## src/rtl/uart_tx_frame.sv

```systemverilog
`default_nettype none
// ============================================================================
// Module   : uart_tx_frame
// Brief    : Parametrised UART transmitter, one word per valid/ready handshake,
//            paced by an oversampled baud tick.
// Revision : 1.0 - initial release
// ============================================================================
module uart_tx_frame #(
    parameter int DATA_BITS  = 8,
    parameter int PARITY     = 0,
    parameter int STOP_BITS  = 1,
    parameter int OVERSAMPLE = 8
) (
    input  logic                 clk,
    input  logic                 rst,
    input  logic                 baud_tick,
    input  logic                 i_valid,
    input  logic [DATA_BITS-1:0] i_data,
    output logic                 o_ready,
    output logic                 o_tx,
    output logic                 o_tx_busy,
    output logic                 o_tx_done
);

    localparam int c_TICK_W = (OVERSAMPLE > 1) ? $clog2(OVERSAMPLE) : 1;
    localparam int c_IDX_W  = (DATA_BITS > 1) ? $clog2(DATA_BITS) : 1;
    localparam logic [c_TICK_W-1:0] c_TICK_LAST = c_TICK_W'(OVERSAMPLE - 1);
    localparam logic [c_IDX_W-1:0]  c_IDX_LAST  = c_IDX_W'(DATA_BITS - 1);

    generate
        if (DATA_BITS < 5 || DATA_BITS > 9) begin : g_bad_data_bits
            $error("uart_tx_frame: DATA_BITS must be in 5..9");
        end
        if (PARITY < 0 || PARITY > 2) begin : g_bad_parity
            $error("uart_tx_frame: PARITY must be 0, 1 or 2");
        end
        if (STOP_BITS != 1 && STOP_BITS != 2) begin : g_bad_stop_bits
            $error("uart_tx_frame: STOP_BITS must be 1 or 2");
        end
        if (OVERSAMPLE < 2) begin : g_bad_oversample
            $error("uart_tx_frame: OVERSAMPLE must be at least 2");
        end
    endgenerate

    typedef enum logic [2:0] {
        S_IDLE   = 3'd0,
        S_START  = 3'd1,
        S_DATA   = 3'd2,
        S_PARITY = 3'd3,
        S_STOP   = 3'd4
    } state_t;

    state_t                r_state,    w_state_next;
    logic [c_TICK_W-1:0]   r_tick_cnt, w_tick_next;
    logic [c_IDX_W-1:0]    r_idx,      w_idx_next;
    logic                  r_stop_cnt, w_stop_next;
    logic [DATA_BITS-1:0]  r_shift,    w_shift_next;
    logic                  r_parity,   w_parity_next;
    logic                  r_tx,       w_tx_next;
    logic                  r_busy,     w_busy_next;
    logic                  r_done,     w_done_next;

    always_ff @(posedge clk or posedge rst) begin
        if (rst) begin
            r_state    <= S_IDLE;
            r_tick_cnt <= '0;
            r_idx      <= '0;
            r_stop_cnt <= 1'b0;
            r_shift    <= '0;
            r_parity   <= 1'b0;
            r_tx       <= 1'b1;
            r_busy     <= 1'b0;
            r_done     <= 1'b0;
        end else begin
            r_state    <= w_state_next;
            r_tick_cnt <= w_tick_next;
            r_idx      <= w_idx_next;
            r_stop_cnt <= w_stop_next;
            r_shift    <= w_shift_next;
            r_parity   <= w_parity_next;
            r_tx       <= w_tx_next;
            r_busy     <= w_busy_next;
            r_done     <= w_done_next;
        end
    end

    // The line value for the next bit is decided at the bit boundary, so o_tx
    // is a pure register and never follows the inputs combinationally.
    always_comb begin
        w_state_next  = r_state;
        w_tick_next   = r_tick_cnt;
        w_idx_next    = r_idx;
        w_stop_next   = r_stop_cnt;
        w_shift_next  = r_shift;
        w_parity_next = r_parity;
        w_tx_next     = r_tx;
        w_busy_next   = r_busy;
        w_done_next   = 1'b0;

        if (r_state == S_IDLE) begin
            if (i_valid) begin
                w_shift_next  = i_data;
                w_parity_next = (PARITY == 2) ? ~^i_data : ^i_data;
                w_tx_next     = 1'b0;
                w_busy_next   = 1'b1;
                w_tick_next   = '0;
                w_idx_next    = '0;
                w_stop_next   = 1'b0;
                w_state_next  = S_START;
            end
        end else if (baud_tick) begin
            if (r_tick_cnt != c_TICK_LAST) begin
                w_tick_next = r_tick_cnt + 1'b1;
            end else begin
                w_tick_next = '0;
                case (r_state)
                    S_START: begin
                        w_state_next = S_DATA;
                        w_tx_next    = r_shift[0];
                    end
                    S_DATA: begin
                        if (r_idx == c_IDX_LAST) begin
                            if (PARITY != 0) begin
                                w_state_next = S_PARITY;
                                w_tx_next    = r_parity;
                            end else begin
                                w_state_next = S_STOP;
                                w_tx_next    = 1'b1;
                            end
                        end else begin
                            // Shifting keeps the current bit at index 0 of the hold register.
                            w_idx_next   = r_idx + 1'b1;
                            w_shift_next = r_shift >> 1;
                            w_tx_next    = r_shift[1];
                        end
                    end
                    S_PARITY: begin
                        w_state_next = S_STOP;
                        w_tx_next    = 1'b1;
                    end
                    S_STOP: begin
                        if ((STOP_BITS == 2) && !r_stop_cnt) begin
                            w_stop_next = 1'b1;
                        end else begin
                            w_state_next = S_IDLE;
                            w_tx_next    = 1'b1;
                            w_busy_next  = 1'b0;
                            w_done_next  = 1'b1;
                        end
                    end
                    default: begin
                        w_state_next = S_IDLE;
                        w_tx_next    = 1'b1;
                        w_busy_next  = 1'b0;
                    end
                endcase
            end
        end
    end

    assign o_ready   = (r_state == S_IDLE);
    assign o_tx      = r_tx;
    assign o_tx_busy = r_busy;
    assign o_tx_done = r_done;

endmodule
`default_nettype wire

```

## config.mk

```make
export PLATFORM = sky130hd
export DESIGN_NAME = uart_tx_frame
export DESIGN_NICKNAME = d
export VERILOG_FILES = /design/src/rtl/uart_tx_frame.sv
export SDC_FILE = /design/constraint.sdc
export NUM_CORES = 1
export LEC_CHECK = 0
export BUFFER_PORTS_ARGS = -buffer_cell sky130_fd_sc_hd__buf_2
export CAP_MARGIN = 15
export CELL_PAD_IN_SITES_DETAIL_PLACEMENT = 0
export CELL_PAD_IN_SITES_GLOBAL_PLACEMENT = 1
export CORE_MARGIN = 10
export CORE_UTILIZATION = 41
export CTS_CLUSTER_SIZE = 8
export DETAILED_ROUTE_END_ITERATION = 10
export HOLD_SLACK_MARGIN = 0.12
export PLACE_DENSITY = 0.74
export SLEW_MARGIN = 20
export SYNTH_ARGS = -nofsm -noshare
export SYNTH_HDL_FRONTEND = slang
export SYNTH_SLANG_ARGS = --single-unit
```

## constraint.sdc

```tcl
create_clock -name clk -period 2.2 [get_ports clk]
set_input_delay 0.44 -clock clk [delete_from_list [all_inputs] [get_ports clk]]
set_output_delay 0.44 -clock clk [all_outputs]
set_load 0.005 [all_outputs]
```

==> reports/metrics.yaml <==
outcome:
  status: "finished clean"
worst_setup_path:
  arrival_ps: 2220
  crit_chain: "ha_1 > ha_1 > or4b_1 > o32ai_1 > a21oi_1"
  slowest_delay_ps: 660
  required_ps: 2380
  critical_path_class: "reg -> reg"
  cp-end-kind: "flop"
  cp-start-kind: "flop"
  cpMaxStageDelayCell: "or4b_1"
  worstPathMaxFanout: 10
  path_common_cell: "ha_1"
  cp.buffers_inverters: 0
  cp_top_family: "simple AND/OR/NAND/NOR gates"
clock_tree:
  cts_buffers: 3
  cts_hold_buf: 0
  post_cts_resized: 0
  cts_root_buffer: "clkbuf_4"
  htree_num_levels: 1
  clock_path_buffers: 2
  cts.sinks: 20
  clkLatencyLatePin_ps: 300
  cts_tree: "built"
  cts_setup_buffers: 0
  path_clk_slew_ps: 120
sta:
  fin_crit_ps: 2040
  finClkSkew_ps: 6.12
  setup_ws_ps: 161
  period_share_pct: 92.7
  final_hold_viol_count: 0
  fmax_ghz: 0.490
  fin_setup_tns_ps: 0
  grt_setup_unrepaired: "no"
  setup_viol: 0
  whs_ps: 257
  drv_slew: 0
  worstMarginPinSlew_ps: 764
  relSlewSlack_pct: 49.0
yosys:
  syn_nets: 118
  synth_area_sq_um: 1000
  synth_edf_count: 0
  yosysTopAreaCell: "dfrtp_1"
  ys.flop_type: "dfrtp_1"
  synth_top_area_share_pct: 47.6
  yosysWarnings: 0
  synth-seq-cells: 20
  yosysSeqAreaShare_pct: 50.2
  ys_top_cells_by_area: "dfrtp_1 48%, o32ai_1 6.1%, ha_1 5.0%, a21oi_1 4.0%, nor2_1 3.8%"
  syn_avg_cell_area_sq_um: 9.80
  synth_cell_types: 28
  syn_inst: 102
  async_flop_share_pct: 100
min_path:
  hp-class: "in -> async"
floorplan:
  num_io_pins: 16
  die-height_um: 69.4
  start_util_pct: 43.9
  dieArea_sq_um: 4810
  core_sq_um: 2280
  die_w_um: 69.4
  rows: 17
flow_run:
  drv_cap: 0
global_routing:
  antenna_found_initial: 0
  grt_overflow: 0
  grt_max_degree: 21
  globalRouteTotalUtil_pct: 9.67
  grt_pass1_wl_um: 3970
  grt_pass1_vias: 882
place:
  portBuffers: 15
  place.gp.congestion: 0.820
  dp_cells: 139
  hpwl_um: 1570
  dpl_worst_slack_ps: 185
finish:
  drive_gt1_share_pct: 20.0
  final_cells: 143
  fillCellCount: 212
  diodes: 0
  area_growth_pct: 13.1
  final_nets: 132
route:
  drtIter0Drc: 89
  ant_nets: 0
  vias: 836
  avgRoutedWirePerCell_um: 15.4
  via_per_inst: 5.85
  drt_pass1_iterations: 4
  drt_wl_total_um: 2210
  drc: 0
pwr:
  leakagePower_uw: 0.000522
  ir_drop_v: 0.000682
  powerDensity_nw_per_um2: 1190
kinds of logic (layout without fill, tap and decap cells):
group,Yosys count,in the layout,share of synthesized area (%)
AO/OA/AOI/OAI,34,34,23.0
multiplexers,1,1,1.00
buffers and inverters,12,25,5.13
flip-flops,20,20,50.2
AND/OR/NAND/NOR,31,31,15.6
adder cells (fa/ha/maj),4,4,5.01
registers in the layout, summed over array words and instances (netlist names):
| register | flops |
|---|---|
| r_shift | 8 |
| r_tick_cnt | 3 |
| o_tx | 1 |
| o_tx_busy | 1 |
| r_state | 3 |
| o_tx_done | 1 |
| r_idx | 3 |
path summary, 6_finish.rpt:
path / end / slack [ps] / cells past startpoint / start
setup reg to reg: r_shift[0]$_DFFE_PP0P_ / 160 / 5 / r_idx[0]$_DFFE_PP0P_
setup / recovery: r_shift[0]$_DFFE_PP0P_ / 160 / 5 / r_idx[0]$_DFFE_PP0P_
min in group clk: r_shift[7]$_DFFE_PP0P_ / 360 / 3 / i_data[7]
hold reg to reg: o_tx_busy$_DFFE_PP0P_ / 490 / 1 / o_tx_busy$_DFFE_PP0P_
max in group asynchronous: r_shift[2]$_DFFE_PP0P_ / 1470 / 2 / rst
hold / removal: r_state[2]$_DFFE_PP0P_ / 260 / 2 / rst
where the power goes:
part | internal, uW | switching (uW) | leakage, uW
registers | 531 | 144 | 0.000237
clock network | 101 | 113 | 0.0000210
logic | 221 | 240 | 0.000264
total | 853 | 496 | 0.000522
cells in the mapped netlist, drive strengths merged (2+ instances only):
library cell,count
o21ai,7
nor4b,2
nand2,9
a21oi,8
o32ai,7
ha,4
buf,5
o22ai,2
clkbuf,3
o211ai,2
or4b,2
inv,4
nor2,10
dfrtp,19
nor3,3
a22o,3
routing by layer:
metal  part of all wire, %  GRT usage (%)
met3                   3.5           2.28
met5                     0              0
met2                    47           15.1
met1                    48           12.2
met4                  0.72           4.21
cell usage in the layout, fill, tap and decap left out:
cell and instances:
or4b_1 2, o31a_1 1, o211ai_1 2, dfrtp_1 19, o32ai_1 7, clkbuf_8 1
or3_1 1, a21oi_1 8, a22o_1 3, inv_1 4, ha_1 4, nor4b_1 1
clkbuf_4 3, a31oi_1 1, mux2i_1 1, nor4b_2 1, a211o_1 1, nand3_1 1
nand2_1 9, o22ai_1 2, nand3b_1 1, buf_4 2, and2_1 1, a21o_1 1
nor3b_1 1, dfstp_2 1, buf_2 15, o21ai_0 7, nor3_1 3, nor2_1 10
o2bb2ai_1 1
stage by stage:
step	power [uW]	instance area, sq um	utilization, %
final	1350	1130	49.7
after global routing	1480	1130	49.7
after CTS	1370	1130	49.7
after detailed placement	1150	1090	48.1
after global placement	1140	1090	48.1
after floorplan	1020	1000	-
cell type report:
| cell class | count | area, sq um | area share, % |
|---|---|---|---|
| inverter | 4 | 15.0 | 1.33 |
| multi-input combinational | 70 | 453 | 40.0 |
| sequential | 20 | 502 | 44.4 |
| tap | 28 | 35.0 | 3.10 |
| clock buffer | 4 | 36.3 | 3.21 |
| timing repair buffer | 17 | 90.1 | 7.96 |
worst register-to-register path, stage by stage, from the launching register on:
cell	delay (ps)
dfrtp_1	430
ha_1	210
ha_1	240
or4b_1	660
o32ai_1	310
a21oi_1	80
(Power assumes the default switching activity.)
